File: src/rtl/mem_rd_rsp_mon_if.sv
// Read-port monitor bundle: memory-side inputs, response handshake,
// sticky error flags and counters. master = environment, slave = monitor.
interface mem_rd_rsp_mon_if #(
  parameter int AW = 13,
  parameter int DW = 32
);
  logic          read;
  logic [AW-1:0] addr;
  logic [DW-1:0] dout;
  logic          read_vld;
  logic          read_serr;
  logic          read_derr;
  logic          rsp_vld;
  logic          rsp_rdy;
  logic [AW-1:0] rsp_addr;
  logic [DW-1:0] rsp_data;
  logic          rsp_serr;
  logic          rsp_derr;
  logic          err_clr;
  logic          err_vld_miss;
  logic          err_vld_spur;
  logic          err_ovfl;
  logic          err_ecc;
  logic [3:0]    pend_cnt;
  logic [31:0]   rsp_cnt;

  modport master (
    output read, addr, dout,
    output read_vld, read_serr, read_derr,
    output rsp_rdy, err_clr,
    input  rsp_vld, rsp_addr, rsp_data,
    input  rsp_serr, rsp_derr,
    input  err_vld_miss, err_vld_spur,
    input  err_ovfl, err_ecc,
    input  pend_cnt, rsp_cnt
  );

  modport slave (
    input  read, addr, dout,
    input  read_vld, read_serr, read_derr,
    input  rsp_rdy, err_clr,
    output rsp_vld, rsp_addr, rsp_data,
    output rsp_serr, rsp_derr,
    output err_vld_miss, err_vld_spur,
    output err_ovfl, err_ecc,
    output pend_cnt, rsp_cnt
  );
endinterface

File: src/rtl/mem_rd_rsp_mon.sv
// Memory read-response monitor: tracks reads through a LATENCY pipe,
// captures returns into a FIFO. Ports: clk, rst (async low), bus (slave).
module mem_rd_rsp_mon #(
  parameter int AW           = 13,
  parameter int DW           = 32,
  parameter int LATENCY      = 2,
  parameter int DEPTH        = 8,
  parameter bit CHK_READ_VLD = 1'b0,
  parameter bit CHK_READ_ERR = 1'b0
) (
  input  logic            clk,
  input  logic            rst,
  mem_rd_rsp_mon_if.slave bus
);

  localparam int PW = $clog2(DEPTH);
  localparam int CW = PW + 1;

  typedef struct packed {
    logic [AW-1:0] addr;
    logic [DW-1:0] data;
    logic          serr;
    logic          derr;
  } ent_t;

  logic [LATENCY-1:0] r_pvld;
  logic [AW-1:0]      r_paddr [LATENCY];
  ent_t               r_mem   [DEPTH];
  logic [PW-1:0]      r_wp;
  logic [PW-1:0]      r_rp;
  logic [CW-1:0]      r_cnt;
  logic               r_miss;
  logic               r_spur;
  logic               r_ovfl;
  logic               r_ecc;
  logic [31:0]        r_rsp_cnt;

  logic w_exp;
  logic w_push;
  logic w_full;
  logic w_vld;
  logic w_pop;
  logic w_wr;
  logic w_drop;
  logic w_miss;
  logic w_spur;
  logic w_ecc;
  ent_t w_ent;
  ent_t w_head;

  // Last stage lines up with the cycle dout returns.
  assign w_exp  = r_pvld[LATENCY-1];
  assign w_push = w_exp & (~CHK_READ_VLD | bus.read_vld);
  assign w_miss = CHK_READ_VLD & w_exp & ~bus.read_vld;
  assign w_spur = CHK_READ_VLD & ~w_exp & bus.read_vld;
  assign w_ecc  = CHK_READ_ERR & w_push
                & (bus.read_serr | bus.read_derr);

  assign w_full = (r_cnt == CW'(DEPTH));
  assign w_vld  = (r_cnt != '0);
  assign w_pop  = w_vld & bus.rsp_rdy;
  // When full, the written slot is the head being popped this cycle.
  assign w_wr   = w_push & (~w_full | w_pop);
  assign w_drop = w_push & w_full & ~w_pop;

  assign w_ent.addr = r_paddr[LATENCY-1];
  assign w_ent.data = bus.dout;
  assign w_ent.serr = bus.read_serr;
  assign w_ent.derr = bus.read_derr;

  // Unwritten slots may be X; keep outputs zero when empty.
  assign w_head = w_vld ? r_mem[r_rp] : '0;

  always_ff @(posedge clk or negedge rst) begin
    if (!rst) begin
      r_pvld <= '0;
      for (int i = 0; i < LATENCY; i++)
        r_paddr[i] <= '0;
    end else begin
      r_pvld[0]  <= bus.read;
      r_paddr[0] <= bus.addr;
      for (int i = 1; i < LATENCY; i++) begin
        r_pvld[i]  <= r_pvld[i-1];
        r_paddr[i] <= r_paddr[i-1];
      end
    end
  end

  always_ff @(posedge clk) begin
    if (w_wr)
      r_mem[r_wp] <= w_ent;
  end

  always_ff @(posedge clk or negedge rst) begin
    if (!rst) begin
      r_wp      <= '0;
      r_rp      <= '0;
      r_cnt     <= '0;
      r_rsp_cnt <= '0;
    end else begin
      if (w_wr)
        r_wp <= r_wp + 1'b1;
      if (w_pop) begin
        r_rp      <= r_rp + 1'b1;
        r_rsp_cnt <= r_rsp_cnt + 32'd1;
      end
      r_cnt <= r_cnt + CW'(w_wr) - CW'(w_pop);
    end
  end

  // New errors win over a coincident clear.
  always_ff @(posedge clk or negedge rst) begin
    if (!rst) begin
      r_miss <= 1'b0;
      r_spur <= 1'b0;
      r_ovfl <= 1'b0;
      r_ecc  <= 1'b0;
    end else begin
      r_miss <= (r_miss & ~bus.err_clr) | w_miss;
      r_spur <= (r_spur & ~bus.err_clr) | w_spur;
      r_ovfl <= (r_ovfl & ~bus.err_clr) | w_drop;
      r_ecc  <= (r_ecc  & ~bus.err_clr) | w_ecc;
    end
  end

  assign bus.rsp_vld      = w_vld;
  assign bus.rsp_addr     = w_head.addr;
  assign bus.rsp_data     = w_head.data;
  assign bus.rsp_serr     = w_head.serr;
  assign bus.rsp_derr     = w_head.derr;
  assign bus.err_vld_miss = r_miss;
  assign bus.err_vld_spur = r_spur;
  assign bus.err_ovfl     = r_ovfl;
  assign bus.err_ecc      = r_ecc;
  assign bus.pend_cnt     = 4'($countones(r_pvld));
  assign bus.rsp_cnt      = r_rsp_cnt;

endmodule

File: src/flat_wrapper.sv
// flat-port wrapper written by rule: the top's interface ports become plain ports
module mem_rd_rsp_mon_flat 
#(
  parameter int AW           = 13,
  parameter int DW           = 32,
  parameter int LATENCY      = 2,
  parameter int DEPTH        = 8,
  parameter bit CHK_READ_VLD = 1'b0,
  parameter bit CHK_READ_ERR = 1'b0
)
  (clk, rst, bus_read, bus_addr, bus_dout, bus_read_vld, bus_read_serr, bus_read_derr, bus_rsp_rdy, bus_err_clr, bus_rsp_vld, bus_rsp_addr, bus_rsp_data, bus_rsp_serr, bus_rsp_derr, bus_err_vld_miss, bus_err_vld_spur, bus_err_ovfl, bus_err_ecc, bus_pend_cnt, bus_rsp_cnt);
  mem_rd_rsp_mon_if #(.AW(AW), .DW(DW)) bus_i ();
  input  logic clk;
  input  logic rst;
  input wire logic [$bits(bus_i.read)-1:0] bus_read;
  input wire logic [$bits(bus_i.addr)-1:0] bus_addr;
  input wire logic [$bits(bus_i.dout)-1:0] bus_dout;
  input wire logic [$bits(bus_i.read_vld)-1:0] bus_read_vld;
  input wire logic [$bits(bus_i.read_serr)-1:0] bus_read_serr;
  input wire logic [$bits(bus_i.read_derr)-1:0] bus_read_derr;
  input wire logic [$bits(bus_i.rsp_rdy)-1:0] bus_rsp_rdy;
  input wire logic [$bits(bus_i.err_clr)-1:0] bus_err_clr;
  output wire logic [$bits(bus_i.rsp_vld)-1:0] bus_rsp_vld;
  output wire logic [$bits(bus_i.rsp_addr)-1:0] bus_rsp_addr;
  output wire logic [$bits(bus_i.rsp_data)-1:0] bus_rsp_data;
  output wire logic [$bits(bus_i.rsp_serr)-1:0] bus_rsp_serr;
  output wire logic [$bits(bus_i.rsp_derr)-1:0] bus_rsp_derr;
  output wire logic [$bits(bus_i.err_vld_miss)-1:0] bus_err_vld_miss;
  output wire logic [$bits(bus_i.err_vld_spur)-1:0] bus_err_vld_spur;
  output wire logic [$bits(bus_i.err_ovfl)-1:0] bus_err_ovfl;
  output wire logic [$bits(bus_i.err_ecc)-1:0] bus_err_ecc;
  output wire logic [$bits(bus_i.pend_cnt)-1:0] bus_pend_cnt;
  output wire logic [$bits(bus_i.rsp_cnt)-1:0] bus_rsp_cnt;
  assign bus_i.read = bus_read;
  assign bus_i.addr = bus_addr;
  assign bus_i.dout = bus_dout;
  assign bus_i.read_vld = bus_read_vld;
  assign bus_i.read_serr = bus_read_serr;
  assign bus_i.read_derr = bus_read_derr;
  assign bus_i.rsp_rdy = bus_rsp_rdy;
  assign bus_i.err_clr = bus_err_clr;
  assign bus_rsp_vld = bus_i.rsp_vld;
  assign bus_rsp_addr = bus_i.rsp_addr;
  assign bus_rsp_data = bus_i.rsp_data;
  assign bus_rsp_serr = bus_i.rsp_serr;
  assign bus_rsp_derr = bus_i.rsp_derr;
  assign bus_err_vld_miss = bus_i.err_vld_miss;
  assign bus_err_vld_spur = bus_i.err_vld_spur;
  assign bus_err_ovfl = bus_i.err_ovfl;
  assign bus_err_ecc = bus_i.err_ecc;
  assign bus_pend_cnt = bus_i.pend_cnt;
  assign bus_rsp_cnt = bus_i.rsp_cnt;
  mem_rd_rsp_mon #(.AW(AW), .DW(DW), .LATENCY(LATENCY), .DEPTH(DEPTH), .CHK_READ_VLD(CHK_READ_VLD), .CHK_READ_ERR(CHK_READ_ERR)) u_core (.clk(clk), .rst(rst), .bus(bus_i));
endmodule
File: config.mk
export PLATFORM = sky130hd
export DESIGN_NAME = mem_rd_rsp_mon_flat
export DESIGN_NICKNAME = d
export VERILOG_FILES = /design/src/rtl/mem_rd_rsp_mon_if.sv /design/src/rtl/mem_rd_rsp_mon.sv /design/src/flat_wrapper.sv
export SDC_FILE = /design/constraint.sdc
export NUM_CORES = 1
export LEC_CHECK = 0
export ABC_AREA = 1
export BUFFER_PORTS_ARGS = -buffer_cell sky130_fd_sc_hd__buf_4
export CAP_MARGIN = 20
export CORE_ASPECT_RATIO = 1.2
export CORE_MARGIN = 3
export CORE_UTILIZATION = 45
export DETAILED_ROUTE_END_ITERATION = 6
export GPL_TIMING_DRIVEN = 0
export RECOVER_POWER = 50
export SYNTH_ARGS = -nofsm -noshare
export SYNTH_HDL_FRONTEND = slang
export SYNTH_SLANG_ARGS = --single-unit
File: constraint.sdc
create_clock -name clk -period 5.5 [get_ports clk]
set_clock_uncertainty 0.15 [all_clocks]
set_input_delay 1.1 -clock clk [delete_from_list [all_inputs] [get_ports clk]]
set_output_delay 1.1 -clock clk [all_outputs]
set_load 0.05 [all_outputs]
==> results.py, run 1 <==
metrics = {
    "yosys": {
        "yosysWarnings": 0,
        "synth_top_area_cell": "edfxtp_1",
        "synth_top_family_by_area": "simple AND/OR/NAND/NOR gates",
        "synth_xor_area_frac": 0.0121,
        "muxShareOfSynthArea": 0,
        "async_flop_share": 0.164,
        "synth-seq-cells": 450,
        "synth-adder-area-share": 0.00734,
        "ys_seq_area_frac": 0.728,
        "synth-main-ff-cell": "edfxtp_1",
        "synth_compound_area_frac": 0.0898,
        "synthesis.area_mm2": 0.0181,
        "yosys.area.top_type_share": 0.625,
        "yosysUniqueCellTypes": 36,
        "syn_inst": 1469,
        "synthMostInstantiatedCell": "edfxtp_1",
        "avgSynthCellArea_um2": 12.3,
        "synth_common_cells": "edfxtp_1, nor2_1, o21ai_0",
        "synth_simple_gate_area_frac": 0.125,
        "synthTopCellsByArea": "edfxtp_1, dfrtp_1, nor2_1, o21ai_0, nand2_1",
        "synth_edf_count": 376,
    },
    "timing": {
        "fin_tns_setup_ns": 0,
        "grt_setup_unrepaired": "false",
        "timing.final.max_slew_violations": 0,
        "period_share": 0.729,
        "setup_ws_ns": 1.49,
        "slew_headroom": 0.349,
        "period_needed_ns": 4.01,
        "whs_ns": 0.197,
        "setup_viol": 0,
        "max_freq_mhz": 249,
        "worstMarginPinSlew_ns": 0.976,
        "hold_violations": 0,
    },
    "floorplan": {
        "core-area_mm2": 0.0392,
        "std_cell_rows": 79,
        "die_area_mm2": 0.0426,
        "dieHeight_um": 225,
        "chipWidth_um": 189,
        "initial_utilization": 0.460,
        "pin_count": 141,
    },
    "detailed_routing": {
        "vias": 11700,
        "first_iter_violations": 904,
        "drt_wl_total_um": 44700,
        "drc": 0,
        "wl_per_cell_um": 20.1,
        "drtAntennaViolNets": 0,
        "vias_per_cell": 5.24,
        "dr.pass1.iters": 5,
    },
    "placement": {
        "io_buffer_count": 137,
        "pre_cts_ws_ns": 1.93,
        "placed_area_mm2": 0.0201,
        "place_congestion": 0.808,
        "hpwlAfterDp_um": 29800,
    },
    "cts": {
        "cts_tree": "built",
        "post_cts_resize_count": 0,
        "clk_latency_ns": 0.56,
        "post_cts_buffers": 0,
        "cts_root_buf": "clkbuf_16",
        "path_clk_slew_ns": 0.06,
        "cts_max_path_buffers": 3,
        "cts.htree.levels": 2,
        "cts_buffers": 45,
        "cts_hold_buf": 0,
        "clock-sinks": 450,
    },
    "grt": {
        "grt_pass1_vias": 12000,
        "grt_pass1_wl_um": 68600,
        "top_usage_layer": "met2",
        "antenna_found_initial": 1,
        "overflow": 0,
        "grt_use_met2": 0.376,
        "grt_util_all_layers": 0.211,
        "use_met3": 0.0338,
        "grt_util_met1": 0.266,
        "grt_max_degree": 75,
    },
    "layout": {
        "syn2layout_area_growth_pct": 18.2,
        "nets": 1729,
        "antenna_cells": 0,
        "finalInstanceArea_mm2": 0.0213,
        "fillers": 3330,
        "layout-drive-gt1-share": 0.147,
    },
    "worst_setup_path": {
        "crit_type": "reg2out",
        "worstPathRequired_ns": 4.25,
        "r2r-end": "u_core.r_mem[7][15]",
        "worstPathArrival_ns": 2.76,
        "endpoint_kind": "primary output",
        "setup.worst_path.start_class": "register",
        "r2r-start": "u_core.r_cnt[2]",
        "cp-startpoint": "u_core.r_rp[1]",
        "ff2ff_path_depth": 10,
        "cp_max_fo": 10,
        "rrSetupSlack_ns": 2.02,
        "endpoint": "bus_rsp_data[4]",
    },
    "run_status": {
        "run_status": "completed",
    },
    "power": {
        "irDropWorstVdd_mv": 0.369,
        "cellPowerDensity_mw_per_mm2": 593,
        "leakage_nw": 7.85,
    },
    "hold_path": {
        "hp-class": "reg2reg",
        "hold_start": "u_core.r_paddr[15]",
    },
    "flow_run": {
        "maxCapViolCount": 0,
    },
}
-- where the power goes --
group          total [W]  switching [W]  internal (W)
Sequential       0.00430       0.000140       0.00416
Clock            0.00296        0.00126       0.00170
Combinational    0.00540        0.00387       0.00153
Total             0.0127        0.00527       0.00739
-- critical path, stage by stage (launching register included) --
cell and delay (ns):
dfrtp_1 0.56, clkbuf_1 0.64, o21ai_0 0.19, o22ai_1 0.22
nor2_1 0.06, nor2_1 0.27, buf_4 0.26
-- per-layer routing --
layer / vias to the layer above / part of all wire
li1: 5562 / -
met1: 5640 / 0.41
met2: 385 / 0.51
met3: 83 / 0.059
met4: 2 / 0.023
met5: - / 0.00029
-- registers in the layout (all words and copies together), names as in the netlist --
signal / flops
u_core.bus.rsp_cnt: 32
u_core.r_paddr: 26
u_core.bus.err_ecc: 1
u_core.r_cnt: 4
u_core.r_wp: 3
u_core.bus.err_ovfl: 1
u_core.bus.err_vld_miss: 1
u_core.r_rp: 3
u_core.bus.err_vld_spur: 1
u_core.r_mem: 376
u_core.r_pvld: 2
-- area by class of cell --
cell class / count / area [um2] / share of cell area
multi-input combinational: 886 / 4260 / 0.200
buffer: 80 / 480 / 0.0225
tap: 526 / 658 / 0.0308
clock inverter: 26 / 204 / 0.00955
timing repair buffer: 149 / 1180 / 0.0554
inverter: 54 / 208 / 0.00973
sequential: 450 / 13100 / 0.616
clock buffer: 56 / 1210 / 0.0567
-- per-stage QoR --
step           power [W]  std cells  utilization
2_1_floorplan    0.00792       1470            -
3_3_place_gp     0.00969       2133        0.503
3_5_place_dp     0.00984       2145        0.512
4_1_cts           0.0128       2227        0.548
5_1_grt           0.0133       2227        0.544
6_report          0.0127       2227        0.544
-- worst min-delay path by stage --
stage,end,cells past startpoint
2_1_floorplan,u_core.r_paddr[0],0
3_3_place_gp,u_core.r_paddr[7],0
3_5_place_dp,u_core.r_paddr[12],0
4_1_cts,u_core.r_paddr[12],0
5_1_grt,u_core.r_paddr[10],0
6_report,u_core.r_paddr[2],0
-- cells in the final DEF (no fill, tap or decap), drive strengths merged, types with 3 or more instances in the layout --
master  netlist  routed
clkbuf       30     136
xnor2        13      13
nand2       140     140
ha            9       9
edfxtp      376     376
inv          54      55
nand4        14      14
clkinv        0      20
nor2        381     381
xor2         12      12
nand3        20      20
dfrtp        74      74
o22ai        47      47
o211ai       47      47
o21ai       192     192
buf          50     149
bufinv        0       3
-- cell families (layout without fill, tap and decap cells) --
logic type	after synthesis	in the layout
simple gates	561	561
flops	450	450
compound gates	288	288
buf+inv	134	365
xor+xnor	25	25
fa+ha+maj	10	10
other cells	1	2
Power figures use the tool's default switching activity.
==> run 2, diff against run 1 <==
--- a/config.mk
+++ b/config.mk
@@ -5,7 +5,7 @@
 export SDC_FILE = /design/constraint.sdc
 export NUM_CORES = 1
 export LEC_CHECK = 0
-export ABC_AREA = 1
+export ABC_AREA = 0
 export BUFFER_PORTS_ARGS = -buffer_cell sky130_fd_sc_hd__buf_4
 export CAP_MARGIN = 20
 export CORE_ASPECT_RATIO = 1.2
==> constraint.sdc (replaced) <==
create_clock -name clk -period 3.9 [get_ports clk]
set_clock_uncertainty 0.15 [all_clocks]
set_input_delay 0.78 -clock clk [delete_from_list [all_inputs] [get_ports clk]]
set_output_delay 0.78 -clock clk [all_outputs]
set_load 0.05 [all_outputs]
==> results.py, run 2 <==
metrics = {
    "run_status": {
        "run_status": "complete, but fails checks",
        "violations": "capacitance limit, slew limit",
    },
    "timing": {
        "max_freq_mhz": 272,
        "period_needed_ns": 3.68,
        "hold_violations": 0,
        "slew_headroom": -0.224,
        "period_share": 0.943,
        "grt_setup_unrepaired": "false",
        "fin_tns_setup_ns": 0,
        "setup_viol": 0,
        "worstMarginPinSlew_ns": 1.84,
        "timing.final.max_slew_violations": 75,
    },
    "detailed_routing": {
        "drc": 0,
        "dr.pass1.iters": 5,
        "drtAntennaViolNets": 0,
        "wl_per_cell_um": 22.3,
        "drt_wl_total_um": 34000,
        "first_iter_violations": 581,
        "vias": 8182,
        "vias_per_cell": 5.37,
    },
    "grt": {
        "grt_pass1_wl_um": 52800,
        "grt_pass1_vias": 8902,
        "grt_max_degree": 75,
        "overflow": 0,
        "antenna_found_initial": 1,
        "grt_util_all_layers": 0.174,
    },
    "placement": {
        "placed_area_mm2": 0.0192,
        "place_congestion": 0.697,
        "io_buffer_count": 137,
        "hpwlAfterDp_um": 21200,
    },
    "hold_path": {
        "hold_start": "u_core.r_paddr[18]",
        "hold_end": "u_core.r_paddr[5]",
        "hp-class": "reg2reg",
        "min_path_cells": 0,
    },
    "floorplan": {
        "pin_count": 141,
        "die_area_mm2": 0.0404,
        "initial_utilization": 0.460,
        "std_cell_rows": 77,
        "dieHeight_um": 220,
        "core-area_mm2": 0.0372,
        "chipWidth_um": 184,
    },
    "worst_setup_path": {
        "r2r-start": "u_core.r_cnt[2]",
        "ff2ff_path_depth": 7,
        "endpoint_kind": "primary output",
        "setup.worst_path.start_class": "register",
        "worstPathArrival_ns": 2.75,
        "rrSetupSlack_ns": 0.41,
        "cp_max_fo": 14,
        "r2r-end": "u_core.r_mem[3][16]",
        "crit_type": "reg2out",
        "cp-startpoint": "u_core.r_rp[1]",
        "worstPathRequired_ns": 2.97,
    },
    "cts": {
        "cts_root_buf": "clkbuf_16",
        "cts.htree.levels": 2,
        "cts_tree": "built",
        "cts_buffers": 44,
        "path_clk_slew_ns": 0.06,
        "clk_latency_ns": 0.54,
        "cts_max_path_buffers": 3,
        "clock-sinks": 450,
    },
    "power": {
        "cellPowerDensity_mw_per_mm2": 811,
        "irDropWorstVdd_mv": 0.605,
        "leakage_nw": 7.24,
    },
    "yosys": {
        "synth_edf_count": 376,
        "synthesis.area_mm2": 0.0171,
        "synth-main-ff-cell": "edfxtp_1",
        "yosysWarnings": 0,
        "yosys.area.top_type_share": 0.660,
        "yosysUniqueCellTypes": 36,
        "syn_inst": 816,
        "synth_common_cells": "edfxtp_1, mux4_2, dfrtp_1",
        "synth-seq-cells": 450,
        "avgSynthCellArea_um2": 21.0,
        "ys_seq_area_frac": 0.768,
        "synth_top_area_cell": "edfxtp_1",
        "synthMostInstantiatedCell": "edfxtp_1",
        "synthTopCellsByArea": "edfxtp_1, mux4_2, dfrtp_1, mux2i_1, xnor2_1",
        "async_flop_share": 0.164,
    },
    "layout": {
        "largest_reg_flops": 376,
        "final_cell_mix": "edfxtp_1, buf_4, mux4_2",
        "finalInstanceArea_mm2": 0.0204,
        "fillers": 2926,
        "top_register": "u_core.r_mem",
        "syn2layout_area_growth_pct": 19.4,
        "layout-drive-gt1-share": 0.299,
        "nets": 1078,
        "layout_commonest_cell": "edfxtp_1",
    },
    "flow_run": {
        "maxCapViolCount": 1,
    },
}
run 2: layout make-up:
type / instances / area, um2 / area share
Timing Repair Buffer: 154 / 1280 / 0.0628
Sequential cell: 450 / 13100 / 0.643
Clock inverter: 21 / 179 / 0.00875
Antenna cell: 1 / 2.50 / 0.000122
Inverter: 7 / 26.3 / 0.00129
Buffer: 35 / 184 / 0.00900
Tap cell: 474 / 593 / 0.0290
Clock buffer: 59 / 1210 / 0.0591
Multi-Input combinational cell: 323 / 3820 / 0.187
run 2: timing repair:
| item | 4_1_cts | 5_1_grt |
|---|---|---|
| hold buffers | 0 | 0 |
| endpoints found under the setup margin | 31 | 16 |
| buffers inserted | 1 | 0 |
| gates resized for setup | 3 | 2 |
run 2: power by group:
group          leakage, nW  switching (W)  internal [W]  total, W
Clock                0.680        0.00168       0.00237   0.00406
Sequential            4.35       0.000234       0.00594   0.00617
Combinational         2.21        0.00402       0.00233   0.00636
run 2: metal layers:
| layer | up-vias | share of wire | routed length [um] | GRT usage |
|---|---|---|---|---|
| met3 | 48 | 0.053 | 1800 | 0.0332 |
| li1 | 3662 | - | - | - |
| met4 | 0 | 0.018 | 619 | 0.0434 |
| met2 | 203 | 0.50 | 16900 | 0.284 |
| met1 | 4269 | 0.43 | 14700 | 0.244 |
| met5 | - | 0 | 0 | 0 |
run 2: worst max path at each step:
stage / to / cells after the start / slack (ns)
final: bus_rsp_data[25] / 6 / 0.22
after detailed placement: bus_rsp_addr[7] / 7 / 0.07
after global placement: u_core.r_mem[4][23] / 5 / -2.53
after global routing: u_core.r_mem[3][16] / 7 / 0.04
after CTS: bus_rsp_addr[7] / 7 / 0.07
after floorplan: u_core.r_mem[7][0] / 4 / -0.12
run 2: logic make-up after synthesis:
family / share of synthesized area
buf+inv: 0.0124
compound gates: 0.00197
simple gates: 0.0376
xor+xnor: 0.0189
mux: 0.153
flops: 0.768
other cells: 0.000219
fa+ha+maj: 0.00775
run 2: critical path, cell delays in order, from the launching register on:
cell and delay, ns:
dfrtp_1 0.34, buf_2 0.32, clkbuf_1 0.67, mux4_2 0.35, mux2i_1 0.07, nor2_1 0.20, buf_4 0.24
run 2: per-stage QoR:
| step | power, W | util | hold slack [ns] | std cells | setup slack, ns |
|---|---|---|---|---|---|
| 3_3_place_gp | 0.0126 | 0.504 | 0.181 | 1428 | -2.53 |
| 4_1_cts | 0.0169 | 0.554 | 0.160 | 1524 | 0.0681 |
| 2_1_floorplan | 0.0107 | - | 0.181 | 817 | -0.115 |
| 6_report | 0.0166 | 0.550 | 0.197 | 1524 | 0.223 |
| 3_5_place_dp | 0.0128 | 0.516 | 0.185 | 1444 | 0.0704 |
| 5_1_grt | 0.0174 | 0.550 | 0.182 | 1523 | 0.0386 |
